--- src/rtl/persiana_motor_ctrl.sv ---
// Blind motor controller: follows the commanded position code with a tick-based
// travel counter, homes on the bottom limit after reset and flags limit faults.
module persiana_motor_ctrl #(
    parameter int TICK_DIV     = 1000,
    parameter int TRAVEL_TICKS = 100,
    parameter int HALF_TICKS   = 50,
    parameter int DEADTIME     = 4,
    parameter int POS_W        = 8
) (
    input  logic             reloj,
    input  logic             reset,
    input  logic [1:0]       cmd,
    input  logic             lim_top,
    input  logic             lim_bot,
    output logic             motor_up,
    output logic             motor_down,
    output logic [POS_W-1:0] pos,
    output logic             busy,
    output logic             fault
);

    localparam int PW = (TICK_DIV > 1) ? $clog2(TICK_DIV) : 1;
    localparam int DW = (DEADTIME > 1) ? $clog2(DEADTIME + 1) : 1;

    localparam logic [PW-1:0]    PRESC_LAST = PW'(TICK_DIV - 1);
    localparam logic [DW-1:0]    DEAD_LAST  = DW'(DEADTIME - 1);
    localparam logic [POS_W-1:0] POS_OPEN   = POS_W'(TRAVEL_TICKS);
    localparam logic [POS_W-1:0] POS_HALF   = POS_W'(HALF_TICKS);
    localparam logic [POS_W-1:0] HOME_LAST  = POS_W'(2 * TRAVEL_TICKS - 1);

    localparam logic [2:0] ST_INIT    = 3'd0;
    localparam logic [2:0] ST_HOME    = 3'd1;
    localparam logic [2:0] ST_IDLE    = 3'd2;
    localparam logic [2:0] ST_DEAD    = 3'd3;
    localparam logic [2:0] ST_MOVE_UP = 3'd4;
    localparam logic [2:0] ST_MOVE_DN = 3'd5;
    localparam logic [2:0] ST_FAULT   = 3'd6;

    logic [2:0]       state;
    logic [2:0]       state_nx;
    logic [POS_W-1:0] pos_nx;
    logic [POS_W-1:0] target;
    logic [PW-1:0]    presc;
    logic [DW-1:0]    dcnt;
    logic [POS_W-1:0] htick;
    logic [1:0]       top_sync;
    logic [1:0]       bot_sync;
    logic             top;
    logic             bot;
    logic             motion;
    logic             tick;
    logic [POS_W-1:0] pos_inc;
    logic [POS_W-1:0] pos_dec;

    always_ff @(posedge reloj or posedge reset) begin
        if (reset) begin
            top_sync <= '0;
            bot_sync <= '0;
        end else begin
            top_sync <= {top_sync[0], lim_top};
            bot_sync <= {bot_sync[0], lim_bot};
        end
    end

    assign top = top_sync[1];
    assign bot = bot_sync[1];

    always_ff @(posedge reloj or posedge reset) begin
        if (reset) begin
            target <= '0;
        end else begin
            case (cmd)
                2'b00:   target <= '0;
                2'b01:   target <= POS_HALF;
                2'b10:   target <= POS_OPEN;
                default: target <= target;
            endcase
        end
    end

    assign motion  = (state == ST_HOME) || (state == ST_MOVE_UP) || (state == ST_MOVE_DN);
    assign tick    = motion && (presc == PRESC_LAST);
    assign pos_inc = (pos >= POS_OPEN) ? POS_OPEN : pos + 1'b1;
    assign pos_dec = (pos == '0) ? '0 : pos - 1'b1;

    // Arrival and reversal decisions in MOVE_* compare against the post-tick position.
    always_comb begin
        state_nx = state;
        pos_nx   = pos;
        case (state)
            ST_INIT: begin
                if (dcnt == DEAD_LAST) state_nx = ST_HOME;
            end
            ST_HOME: begin
                if (bot) begin
                    pos_nx   = '0;
                    state_nx = ST_IDLE;
                end else if (tick && (htick == HOME_LAST)) begin
                    state_nx = ST_FAULT;
                end
            end
            ST_IDLE: begin
                if (target != pos) state_nx = ST_DEAD;
            end
            ST_DEAD: begin
                if (dcnt == DEAD_LAST) begin
                    if (target > pos)      state_nx = ST_MOVE_UP;
                    else if (target < pos) state_nx = ST_MOVE_DN;
                    else                   state_nx = ST_IDLE;
                end
            end
            ST_MOVE_UP: begin
                if (top) begin
                    pos_nx   = POS_OPEN;
                    state_nx = ST_IDLE;
                end else begin
                    if (tick) pos_nx = pos_inc;
                    if (pos_nx == target)     state_nx = ST_IDLE;
                    else if (target < pos_nx) state_nx = ST_DEAD;
                end
            end
            ST_MOVE_DN: begin
                if (bot) begin
                    pos_nx   = '0;
                    state_nx = ST_IDLE;
                end else begin
                    if (tick) pos_nx = pos_dec;
                    if (pos_nx == target)     state_nx = ST_IDLE;
                    else if (target > pos_nx) state_nx = ST_DEAD;
                end
            end
            ST_FAULT: state_nx = ST_FAULT;
            default:  state_nx = ST_FAULT;
        endcase

        if (top && bot) begin
            state_nx = ST_FAULT;
            pos_nx   = pos;
        end
    end

    always_ff @(posedge reloj or posedge reset) begin
        if (reset) begin
            state <= ST_INIT;
            pos   <= '0;
        end else begin
            state <= state_nx;
            pos   <= pos_nx;
        end
    end

    // Prescaler restarts whenever a motion state is (re)entered.
    always_ff @(posedge reloj or posedge reset) begin
        if (reset) begin
            presc <= '0;
        end else if (motion && (state_nx == state)) begin
            presc <= tick ? '0 : presc + 1'b1;
        end else begin
            presc <= '0;
        end
    end

    always_ff @(posedge reloj or posedge reset) begin
        if (reset) begin
            dcnt <= '0;
        end else if (((state == ST_INIT) || (state == ST_DEAD)) && (state_nx == state)) begin
            dcnt <= dcnt + 1'b1;
        end else begin
            dcnt <= '0;
        end
    end

    always_ff @(posedge reloj or posedge reset) begin
        if (reset) begin
            htick <= '0;
        end else if (state == ST_HOME) begin
            if (tick) htick <= htick + 1'b1;
        end else begin
            htick <= '0;
        end
    end

    assign motor_up   = (state == ST_MOVE_UP);
    assign motor_down = (state == ST_MOVE_DN) || (state == ST_HOME);
    assign busy       = (state != ST_IDLE);
    assign fault      = (state == ST_FAULT);

endmodule
--- config.mk ---
export PLATFORM = sky130hd
export DESIGN_NAME = persiana_motor_ctrl
export DESIGN_NICKNAME = d
export VERILOG_FILES = /design/src/rtl/persiana_motor_ctrl.sv
export SDC_FILE = /design/constraint.sdc
export NUM_CORES = 1
export LEC_CHECK = 0
export BUFFER_PORTS_ARGS = -buffer_cell sky130_fd_sc_hd__buf_2
export CAP_MARGIN = 20
export CORE_UTILIZATION = 34
export DETAILED_ROUTE_END_ITERATION = 6
export PLACE_DENSITY = 0.53
export SLEW_MARGIN = 25
export SYNTH_ARGS = -nofsm -noshare
export SYNTH_HDL_FRONTEND = slang
export SYNTH_SLANG_ARGS = --single-unit
--- constraint.sdc ---
create_clock -name reloj -period 4.4 [get_ports reloj]
set_input_delay 0.44 -clock reloj [delete_from_list [all_inputs] [get_ports reloj]]
set_output_delay 0.44 -clock reloj [all_outputs]
set_load 0.02 [all_outputs]
# After elaboration in Yosys (flattened, before gate mapping)
# Index checks and enable logic that the tools add are counted.
[word_totals] regBits=44 input_bits=6 out_inout_bits=12 word_cells=85
[op_classes] add_sub_neg=5 order_cmp=5 n_eq_ne=18 muxes=33 n_bitwise=1 n_reduce_logical=15
[op_table] operator="$mux 8" n=13
[op_table] operator="$pmux 8 s3" n=2
[op_table] operator="$mux 3" n=15
[op_table] operator="$mux 10" n=2
[op_table] operator="$pmux 3 s6" n=1
[op_table] operator="$add 8x1->8 const B" n=2
[op_table] operator="$eq 8x8->1" n=2
[op_table] operator="$gt 8x8->1" n=2
[op_table] operator="$lt 8x8->1" n=2
[op_table] operator="$add 10x1->10 const B" n=1
[op_table] operator="$eq 10x10->1 const B" n=1
[op_table] operator="$eq 3x2->1 const B" n=3
[op_table] operator="$eq 3x3->1 const B" n=3
[op_table] operator="$eq 8x8->1 const B" n=1
[op_table] operator="$ge 8x7->1 const B" n=1
[op_table] operator="$logic_not 8->1" n=1
[op_table] operator="$ne 8x8->1" n=1
[op_table] operator="$sub 8x1->8 const B" n=1
[op_table] operator="$reduce_bool 3->1" n=2
[op_table] operator="$logic_and 1x1->1" n=5
[op_table] operator="$logic_or 1x1->1" n=4
[op_table] operator="$ne 2x2->1 const B" n=2
[op_table] operator="$add 3x1->3 const B" n=1
[op_table] operator="$eq 3x1->1 const B" n=1
[op_table] operator="8 further kinds" n=8

# Logic depth before layout (Yosys ltp)
[logic_depth] depth_word=16 ltp_mapped=16 mapped_depth_nobuf=14

# Worst setup path before layout
# No wires, ideal clock.
[synth_path] path_kind="register to register" from="register presc[0]" to="register dcnt[0]" setup_time_ns=0.080 arrival_time_ns=3.467 setup_slack_ns=0.853 stages_incl_launch_ff=14 n_path_buf=0 synth_period_minus_slack_ns=3.547 path_cell_list="dfrtp_1 ha_1 and2_1 nand4_2 or2_2 o31a_1 ha_1 a21o_1 a21oi_1 a21oi_1 o2bb2ai_1 a221oi_2 a222oi_1 mux2i_1"
[synth_via] elab_chain_cells=14 word_cells_on_any_way=26 cone_classes="order compare: 2; eq/ne: 4; mux: 17; reduce/logical: 3"
[synth_lines] item="start: declaration" line_no="43" text="logic [PW-1:0] presc;"
[synth_lines] item="start signal: assignment" line_no="157" text="presc <= tick ? '0 : presc + 1'b1;"
[synth_lines] item="$eq 10x10->1 (*)" line_no="82" text="assign tick = motion && (presc == PRESC_LAST);"
[synth_lines] item="$logic_and 1x1->1 (*)" line_no="82"
[synth_lines] item="$mux 8 (on tied branches)" line_no="127, 117"
[synth_lines] item="$mux 8 (on tied branches)" line_no="123, 113"
[synth_lines] item="$mux 8" line_no="90" text="case (state)"
[synth_lines] item="$gt 8x8->1 or $lt 8x8->1 (tied branches)" line_no="129, 119"
[synth_lines] item="$mux 3 (on tied branches)" line_no="129, 119"
[synth_lines] item="$mux 3 (on tied branches)" line_no="128, 118"
[synth_lines] item="$mux 3 (on tied branches)" line_no="123, 113"
[synth_lines] item="$pmux 3 s6 (*)" line_no="90"
[synth_lines] item="$mux 3 (*)" line_no="136" text="if (top && bot) begin"
[synth_lines] item="net state_nx[0]" line_no="40" text="logic [2:0] state_nx;"
[synth_lines] item="$eq 3x3->1 (*)" line_no="166" text="end else if (((state == ST_INIT) || (state == ST_DEAD)) && (state_nx == state)) begin"
[synth_lines] item="$logic_and 1x1->1 (*)" line_no="166"
[synth_lines] item="$mux 3 (*)" line_no="166"
[synth_lines] item="end signal: assignment" line_no="167" text="dcnt <= dcnt + 1'b1;"
[synth_lines] item="end: declaration" line_no="44" text="logic [DW-1:0] dcnt;"
# Mark *: on every way through the listed nets, which the timed path passes. The rest lies on a longest branch. The select of a mux whose other input is x is not followed.
# A chain may end at the register's enable or synchronous reset.

# Worst setup path after layout
[layout_path] from="register presc[3]" to="register presc[1]"
[layout_via] elab_chain_cells=14 word_cells_on_any_way=27 cone_classes="order compare: 2; eq/ne: 4; mux: 18; reduce/logical: 3"
[layout_lines] item="$eq 10x10->1 (*)" line_no="82"
[layout_lines] item="$logic_and 1x1->1 (*)" line_no="82"
[layout_lines] item="$mux 8 (on tied branches)" line_no="127, 117"
[layout_lines] item="$mux 8 (on tied branches)" line_no="123, 113"
[layout_lines] item="$mux 8" line_no="90"
[layout_lines] item="$gt 8x8->1 or $lt 8x8->1 (tied branches)" line_no="129, 119"
[layout_lines] item="$mux 3 (on tied branches)" line_no="129, 119"
[layout_lines] item="$mux 3 (on tied branches)" line_no="128, 118"
[layout_lines] item="$mux 3 (on tied branches)" line_no="123, 113"
[layout_lines] item="$pmux 3 s6" line_no="90"
[layout_lines] item="$mux 3" line_no="136"
[layout_lines] item="$eq 3x3->1" line_no="156" text="end else if (motion && (state_nx == state)) begin"
[layout_lines] item="$logic_and 1x1->1" line_no="156"
[layout_lines] item="$mux 10 (*)" line_no="156"
# Every way passes the cells marked *; elsewhere a longest branch is shown, timed or not. The select of a mux whose other input is x is not followed.

==> results.toml <==
[die]
rows = 34
die_y_um = 98.09
die_area_um2 = 9622
start_util_pct = 35.48
io_pins = 18
dieWidth_um = 98.09
core_area_um2 = 8848

[timing]
finalCriticalPeriod_ns = 3.975
setup_viol = 0
tightest_slew_ns = 0.9488
hold_viol_final = 0
period_share_pct = 90.33
finClkSkew_ns = 0.008501
relSlewSlack_pct = 36.47
fin_setup_tns_ns = 0
rsz0062_at_grt = "no"
drv_slew = 0
fmax_mhz = 251.6

[yosys]
synth_edf_count = 0
synth_ff_type = "dfrtp_1"
synthArstFlopShare_pct = 100.0
yosysSeqAreaShare_pct = 31.09
ys_ff_latch = 39
syn-cell-area_um2 = 3139
synth_cells = 342
avgSynthCellArea_um2 = 9.179
yosys_warnings = 0
synthTopCellsByArea = "dfrtp_1 31%, ha_1 10%, nor4b_4 3.8%"
synth_cell_types = 70
synth.largest_area_cell = "dfrtp_1"
syn_nets = 373
yosysTopAreaCellShare_pct = 31.09

[clock_tree]
post_cts_resized = 0
clockRootBuffer = "clkbuf_8"
postCtsSetupBuffers = 0
postCtsHoldBufs = 0
numCtsBuffers = 5
cts_tree = "yes"
cts_buffer_depth = 2
clock_latency_ns = 0.30
clock_sinks = 39
clk_pin_slew_ns = 0.09
htreeDepth = 2

[cells_and_area]
multi_input_area_um2 = 2008
seq_area_um2 = 975.9
postLayoutCoreUtil_pct = 38.89
final_common_cell = "dfrtp_1"
syn2layout_area_growth_pct = 9.605
antenna_cells = 0
nFillCells = 898
nets = 388
final_cell_mix = "39 x dfrtp_1, 26 x nor2_1, 25 x ha_1"
drive_gt1_share_pct = 17.32

[drt]
ant_nets = 0
via_per_inst = 5.747
dr.first_iter.drc_count = 189
first_pass_iters = 6
finalWirelength_mm = 7.903
wl_per_cell_um = 16.96
vias = 2678
remaining_drc_errors = 2

[critical_path]
startpoint = "presc[3]$_DFF_PP0_"
worst-path-max-fanout = 11
reg2reg_depth = 12
cp-start-kind = "register"
rr_startpoint = "presc[3]$_DFF_PP0_"
cp_data_arrival_time_ns = 4.16
required_ns = 4.59
cp-end-kind = "register"
crit_type = "reg2reg"
reg2reg_slack_ns = 0.43
crit-reg2reg-capture = "presc[1]$_DFF_PP0_"

[run_status]
violations = "design-rule violations"
status = "finished with violations"

[global_route]
grtUsageTotal_pct = 17.67
grt_pass1_vias = 2738
overflow = 0
grt_max_degree = 40
antenna_found_initial = 0
grt_pass1_wl_mm = 13.54

[placed_design]
dp_hpwl_mm = 5.937
port_buffers = 17
gp_congestion = 0.9166

[power_and_ir_drop]
p_leak_nw = 1.448
power_density_nw_per_um2 = 215.5
vdd_drop_max_uv = 91.34
p_total_w = 0.0007414

[job]
cap_violations = 0

[hold_path]
hold_class = "in2async"
[cells in the mapped netlist, types with 2 or more instances]
library cell,count
dfrtp_1,39
nor2_1,26
ha_1,25
nand2_1,24
a21oi_1,23
nand3_1,22
inv_1,18
o21ai_0,11
buf_2,8
clkbuf_1,8
and3_1,7
nor3_1,7
nor4_1,7
xnor2_1,7
xor2_1,7
mux2_2,5
mux2i_1,5
nand4_1,5
nor4b_4,5
a21o_1,4
nand3b_1,4
o21bai_1,4
o221ai_1,4
o2bb2ai_1,4
o31ai_1,4
or3_1,4
and2_1,3
nor2b_1,3
a211oi_1,2
and2_0,2
nor3b_1,2
nor3b_2,2
o211ai_1,2
o21a_1,2
o31a_1,2
[metal layers]
layer  part of all wire [%]  track usage [%]
met1                     47            23.03
met2                     47            29.25
met3                    4.6            3.006
met4                    2.2            6.760
met5                      0                0
[layout make-up]
| type | instances | area share (%) |
|---|---|---|
| Multi-Input combinational cell | 266 | 58.36 |
| Sequential cell | 39 | 28.36 |
| Timing Repair Buffer | 27 | 4.655 |
| Tap cell | 108 | 3.927 |
| Clock buffer | 5 | 2.000 |
| Inverter | 18 | 1.964 |
| Clock inverter | 3 | 0.7273 |
[per-stage QoR]
step | cell area [um^2] | worst slack (ns) | hold slack, ns | instances
4_1_cts | 3441 | 0.3882 | 0.2245 | 466
6_report | 3441 | 0.4255 | 0.2361 | 466
2_1_floorplan | 3139 | 0.8533 | 0.3312 | 342
3_3_place_gp | 3347 | 0.4832 | 0.3329 | 458
3_5_place_dp | 3347 | 0.4266 | 0.3362 | 458
5_1_grt | 3441 | 0.07541 | 0.2146 | 466
[critical path, stage by stage, from the launching register on]
cell and delay (ns):
dfrtp_1 0.45, or3b_1 0.46, nor4_1 0.55, buf_4 0.27
nand3_1 0.11, nor3_1 0.17, a21oi_1 0.09, ha_1 0.31
nand3_1 0.13, a211oi_1 0.37, a2111oi_2 0.13, a2111o_1 0.56
and4bb_1 0.26
[cells by family (layout without fill, tap and decap cells)]
logic type	count (synthesis)	after routing	share of synthesized area, %
AND/OR/NAND/NOR	137	137	27.70
AO/OA/AOI/OAI	80	80	18.85
flip-flops	39	39	31.09
buffers and inverters	37	53	5.102
adder cells (fa/ha/maj)	25	25	9.964
XOR/XNOR	14	14	3.906
multiplexers	10	10	3.388
[power breakdown]
group          internal (W)  total [W]  switching (W)
logic             0.0000427   0.000103      0.0000608
clock network      0.000114   0.000261       0.000148
registers          0.000364   0.000376      0.0000128
total              0.000520   0.000741       0.000221
[state kept, by name, summed over array words and instances (netlist names)]
name / cells
target: 3
presc: 10
pos: 8
bot_sync: 2
htick: 8
state: 3
dcnt: 3
top_sync: 2
[worst max path at each step]
stage                               endpoint
after global routing      presc[8]$_DFF_PP0_
after detailed placement  presc[1]$_DFF_PP0_
after global placement    presc[0]$_DFF_PP0_
final                     presc[1]$_DFF_PP0_
after floorplan            dcnt[0]$_DFF_PP0_
after CTS                 presc[1]$_DFF_PP0_
Power figures use the tool's default switching activity.
